### src/rtl/usb_in_arbiter_pkg.sv
// Shared types and helpers for the USB CDC IN-stream round-robin arbiter.
// Flattened per-source vectors are sliced through one common helper.
package usb_in_arbiter_pkg;

  typedef enum logic {
    IDLE = 1'b0,
    XFER = 1'b1
  } state_t;

  localparam int LEN_W_DEF = 24;
  localparam int MAX_SRC   = 8;
  localparam int SLICE_W   = 32;
  localparam int FLAT_W    = MAX_SRC * SLICE_W;

  typedef logic [2:0] src_idx_t;

  // Returns field idx (each w bits wide) of a flattened vector, zero-extended.
  // With w == SLICE_W the mask shift wraps to zero, so the mask becomes all ones.
  function automatic logic [SLICE_W-1:0] get_slice(input logic [FLAT_W-1:0] flat,
                                                   input src_idx_t         idx,
                                                   input int unsigned      w);
    logic [FLAT_W-1:0]  shifted;
    logic [SLICE_W-1:0] mask;
    shifted = flat >> (int'(idx) * w);
    mask    = (SLICE_W'(1) << w) - SLICE_W'(1);
    return shifted[SLICE_W-1:0] & mask;
  endfunction

endpackage

### src/rtl/rr_picker.sv
// Combinational round-robin selector: first requester strictly after last_i,
// searched in circular order.
module rr_picker
  import usb_in_arbiter_pkg::*;
#(
  parameter int N_SRC = 3
) (
  input  logic [N_SRC-1:0] req_i,
  input  src_idx_t         last_i,
  output logic [N_SRC-1:0] grant_o,
  output src_idx_t         idx_o,
  output logic             any_o
);

  function automatic int next_idx(input src_idx_t last, input int k);
    return (int'(last) + k) % N_SRC;
  endfunction

  always_comb begin
    // NOTE: every output gets a default before the search loop so no path leaves one unassigned (no latch).
    grant_o = '0;
    idx_o   = '0;
    any_o   = 1'b0;
    for (int k = 1; k <= N_SRC; k++) begin
      if (!any_o && ((req_i & (N_SRC'(1) << next_idx(last_i, k))) != '0)) begin
        any_o   = 1'b1;
        grant_o = N_SRC'(1) << next_idx(last_i, k);
        idx_o   = src_idx_t'(next_idx(last_i, k));
      end
    end
  end

endmodule

### src/rtl/usb_in_arbiter.sv
// Round-robin arbiter sharing one usb_cdc IN byte stream between N_SRC sources;
// the stream stays locked to one source for a whole declared-length burst.
module usb_in_arbiter
  import usb_in_arbiter_pkg::*;
#(
  parameter int N_SRC = 3,
  parameter int LEN_W = LEN_W_DEF
) (
  input  logic                   clk_i,
  input  logic                   rstn_i,
  input  logic [N_SRC-1:0]       req_i,
  input  logic [N_SRC*LEN_W-1:0] len_i,
  input  logic [N_SRC*8-1:0]     data_i,
  input  logic [N_SRC-1:0]       valid_i,
  output logic [N_SRC-1:0]       ready_o,
  output logic [N_SRC-1:0]       grant_o,
  output logic [N_SRC-1:0]       done_o,
  output logic [7:0]             in_data_o,
  output logic                   in_valid_o,
  input  logic                   in_ready_i,
  output logic                   busy_o
);

  state_t           r_state, w_state_nxt;
  logic [N_SRC-1:0] r_grant, w_grant_nxt;
  logic [N_SRC-1:0] r_done, w_done_nxt;
  src_idx_t         r_gidx, w_gidx_nxt;
  src_idx_t         r_last, w_last_nxt;
  logic [LEN_W-1:0] r_cnt, w_cnt_nxt;

  logic [N_SRC-1:0] w_pick_oh;
  src_idx_t         w_pick_idx;
  logic             w_any;
  logic [FLAT_W-1:0] w_data_flat, w_len_flat;
  logic [7:0]       w_data_sel;
  logic [LEN_W-1:0] w_len_pick;
  logic             w_valid_g, w_req_g, w_hs;

  rr_picker #(.N_SRC(N_SRC)) u_picker (
    .req_i  (req_i),
    .last_i (r_last),
    .grant_o(w_pick_oh),
    .idx_o  (w_pick_idx),
    .any_o  (w_any)
  );

  assign w_data_flat = FLAT_W'(data_i);
  assign w_len_flat  = FLAT_W'(len_i);
  assign w_data_sel  = 8'(get_slice(w_data_flat, r_gidx, 8));
  assign w_len_pick  = LEN_W'(get_slice(w_len_flat, w_pick_idx, LEN_W));

  // r_grant is all-zero outside XFER, so these masks also gate the IDLE case.
  assign w_valid_g = |(valid_i & r_grant);
  assign w_req_g   = |(req_i & r_grant);
  assign w_hs      = w_valid_g & in_ready_i;

  assign ready_o    = r_grant & {N_SRC{in_ready_i}};
  assign in_valid_o = w_valid_g;
  assign in_data_o  = (r_state == XFER) ? w_data_sel : 8'h00;
  assign grant_o    = r_grant;
  assign done_o     = r_done;
  assign busy_o     = (r_state == XFER);

  always_comb begin
    w_state_nxt = r_state;
    w_grant_nxt = r_grant;
    w_gidx_nxt  = r_gidx;
    w_last_nxt  = r_last;
    w_cnt_nxt   = r_cnt;
    w_done_nxt  = '0;
    unique case (r_state)
      IDLE: begin
        if (w_any) begin
          w_state_nxt = XFER;
          w_grant_nxt = w_pick_oh;
          w_gidx_nxt  = w_pick_idx;
          w_cnt_nxt   = w_len_pick;
        end
      end
      XFER: begin
        // A final handshake wins over a coincident request drop.
        if (w_hs) begin
          if (r_cnt == '0) begin
            w_done_nxt  = r_grant;
            w_grant_nxt = '0;
            w_last_nxt  = r_gidx;
            w_state_nxt = IDLE;
          end else begin
            w_cnt_nxt = r_cnt - LEN_W'(1);
          end
        end else if (!w_req_g) begin
          w_grant_nxt = '0;
          w_last_nxt  = r_gidx;
          w_state_nxt = IDLE;
        end
      end
      default: w_state_nxt = IDLE;
    endcase
  end

  // NOTE: state registers use non-blocking assignments so every flop samples pre-edge values.
  always_ff @(posedge clk_i or negedge rstn_i) begin
    if (!rstn_i) begin
      r_state <= IDLE;
      r_grant <= '0;
      r_done  <= '0;
      r_gidx  <= '0;
      r_last  <= src_idx_t'(N_SRC - 1);
      r_cnt   <= '0;
    end else begin
      r_state <= w_state_nxt;
      r_grant <= w_grant_nxt;
      r_done  <= w_done_nxt;
      r_gidx  <= w_gidx_nxt;
      r_last  <= w_last_nxt;
      r_cnt   <= w_cnt_nxt;
    end
  end

endmodule
### config.mk
export PLATFORM = sky130hd
export DESIGN_NAME = usb_in_arbiter
export DESIGN_NICKNAME = d
export VERILOG_FILES = /design/src/rtl/usb_in_arbiter_pkg.sv /design/src/rtl/rr_picker.sv /design/src/rtl/usb_in_arbiter.sv
export SDC_FILE = /design/constraint.sdc
export NUM_CORES = 1
export LEC_CHECK = 0
export ABC_AREA = 1
export CORE_MARGIN = 5
export CORE_UTILIZATION = 51
export CTS_BUF_LIST = sky130_fd_sc_hd__clkbuf_4
export CTS_CLUSTER_DIAMETER = 60
export DETAILED_ROUTE_END_ITERATION = 10
export PLACE_DENSITY_LB_ADDON = 0.3
export SKIP_CTS_REPAIR_TIMING = 1
export SLEW_MARGIN = 10
export SYNTH_ARGS = -nofsm -noshare
export SYNTH_HDL_FRONTEND = slang
export SYNTH_SLANG_ARGS = --single-unit
### constraint.sdc
create_clock -name clk_i -period 5.1 [get_ports clk_i]
set_input_delay 1.53 -clock clk_i [delete_from_list [all_inputs] [get_ports clk_i]]
set_output_delay 1.53 -clock clk_i [all_outputs]
set_load 0.01 [all_outputs]
==> metrics.md <==
| Metric | Value |
|---|---|
| Status | `completed` |
| Multi-input gate area | `0.00318 mm²` |
| Clk buf depth | `2` |
| Sequential fraction of the synthesis area | `0.196` |
| FF+latch count, synth | `37` |
| Routed WL | `12900 µm` |
| H-tree depth | `2` |
| Final setup viols | `0` |
| Capture point of the worst reg-to-reg path | `r_cnt[12]` |
| Final Max Slew Viols | `0` |
| Critical path's largest stage delay | `610 ps` |
| Row cnt | `35` |
| Max-slew headroom | `0.592` |
| Routed len/inst | `12.7 µm` |
| Period Utilization, post-route | `0.907` |
| Least-Margin Pin Slew | `611 ps` |
| Area growth, synth to finish | `27.5%` |
| RSZ-0062 raised after global routing | `false` |
| Diode count | `0` |
| CTS tree | `done` |
| Initial DRT Pass Iterations | `5` |
| GRT overflow | `0` |
| Clk sink count | `37` |
| Via density | `5.22` |
| Final hold violation count | `0` |
| Worst R2R Path Depth | `31` |
| HPWL after DPL | `10300 µm` |
| Register area | `927 µm²` |
| Fill cell count | `822` |
| CP Capture Type | `flop` |
| Hold WC Path Type | `flop to flop` |
| IO Count | `124` |
| Gate Count Post-Synth | `786` |
| Input/output buffers | `123` |
| Num CTS Buffers | `5` |
| Initial detailed-routing violation count | `311` |
| Critical path endpoint | `r_cnt[12]` |
| Most frequent CP cell | `nand2_1` |
| Largest area contributor in the netlist | `dfrtp_1` |
| Total GRT Usage | `0.223` |
| CTS Root Cell | `clkbuf_4` |
| Die area | `0.0113 mm²` |
| Clk_lat worst skew | `350 ps` |
| Most used DFF post-synth | `dfrtp_1` |
| Count leader, synth | `nand2_1` |
| Routed Antenna Nets | `0` |
| Vias after detailed routing | `5278` |
| Die height | `106 µm` |
| Core box area | `0.00915 mm²` |
| Nets@finish | `1028` |
| Syn Nets | `914` |
| Worst Skew | `15.6 ps` |
| Area contributors post-synth | `dfrtp_1 19%, nand2_1 17%, nand3_1 9.1%` |
| Critical path type | `flop to flop` |
| Starting density of the core | `0.517` |
| Syn Area/Cell | `6.02 µm²` |
| Ys async rst share | `1.00` |
| R2r startpoint | `r_last[1]` |
| Distinct cells, synth | `43` |
| # DRC | `0` |
| Slowest cell on the critical path | `dfstp_2` |
| CTS clock-pin slew for the worst setup and hold paths | `110 ps` |
| Fmax | `216 MHz` |
| Post-synth EDFFs | `0` |
| Maximum Capacitance Violations | `0` |
| Crit path launch type | `flop` |
| Vias in the first global route | `5139` |
| Initial antenna violation count | `0` |
| CP Data Arrival Time | `4860 ps` |
| Synthesis Warnings | `0` |
| Largest net degree at the start of global routing | `38` |
| CP Data Required Time | `5330 ps` |
| CP max FO | `25` |
| Top cells by count, synth | `212 x nand2_1, 110 x inv_1, 96 x nor2_1` |
| DIE WIDTH | `106 µm` |
| Area share of the largest cell type after synthesis | `0.190` |
| Reg2reg setup slack | `480 ps` |
| Routability Congestion | `0.961` |
| Setup total negative slack | `0 ps` |
| CP Launch Point | `r_last[1]` |
| Min cycle time layout | `4620 ps` |
| First-pass GRT wire length | `21500 µm` |
| Fraction of layout cells with a size suffix above 1 | `0.109` |
| Post-Synthesis Cell Area | `0.00473 mm²` |
## worst max-delay path: cells and delay by family, from the launching register on
kind                       cells  cell delay (ps)
and+or+nand+nor               22             2280
adders and majority gates      3              830
DFF                            1              610
buffers and inverters          4              510
AOI/OAI and AO/OA              2              290
## logic make-up (layout without fill, tap and decap cells)
group,count (synthesis),in the layout,synth area share
and+or+nand+nor,468,468,0.455
buffers and inverters,143,257,0.132
AOI/OAI and AO/OA,112,112,0.150
DFF,37,37,0.196
adders and majority gates,23,23,0.0608
xor gates and xnor gates,3,3,0.00556
## sequential cells by signal, indices dropped and copies added (netlist names)
name / count
busy_o: 1
done_o: 3
grant_o: 3
r_cnt: 24
r_gidx: 3
r_last: 3
## worst min-delay path by stage
stage	cells past startpoint	end	from	slack [ps]
3_3_place_gp	2	r_gidx[2]	r_gidx[2]	500
6_report	2	r_gidx[2]	r_gidx[2]	530
3_5_place_dp	2	r_last[1]	r_gidx[1]	510
5_1_grt	2	r_gidx[2]	r_gidx[2]	560
4_1_cts	2	r_gidx[2]	r_gidx[2]	530
2_1_floorplan	2	r_last[2]	r_gidx[2]	450
## placed cells by master (no fill, tap or decap), types with 6 or more instances in the layout
cell type	netlist	layout
inv_2	9	9
nand3_1	86	86
nand3_2	8	8
nor2_1	96	96
dfrtp_1	36	36
inv_1	110	110
clkbuf_4	0	6
a2bb2oi_1	8	8
clkdlybuf4s50_1	0	123
nand2_2	13	13
nand4_1	10	10
o21ai_0	36	36
nand3b_1	6	6
nor2_2	15	15
a21oi_1	34	34
a21oi_2	21	21
nand2_1	212	212
ha_1	23	23
## metal layers
layer | share of wire | up-vias | GRT usage
li1 | - | 2723 | -
met1 | 0.43 | 2338 | 0.258
met2 | 0.50 | 198 | 0.427
met3 | 0.056 | 19 | 0.0267
met4 | 0.017 | 0 | 0.0638
met5 | 0 | - | 0
## area by class of cell
cell class	instances	share of cell area
clock buffer	6	0.00747
tap	111	0.0230
inverter	122	0.0767
multi-input combinational	606	0.527
timing repair buffer	128	0.210
sequential	37	0.154
clock inverter	1	0.00145
## metrics by stage
step	util	std cells	area (µm²)	hold WS, ps	setup WS [ps]
final	0.659	1011	6030	530	477
after global placement	0.653	1004	5980	503	718
after detailed placement	0.653	1004	5980	507	550
after CTS	0.659	1011	6030	532	532
after floorplan	-	786	4730	453	1220
after global routing	0.659	1011	6030	558	87.4
Power is not shown: default switching activity piles up to over one toggle a cycle in this logic, so the estimate is an artifact.
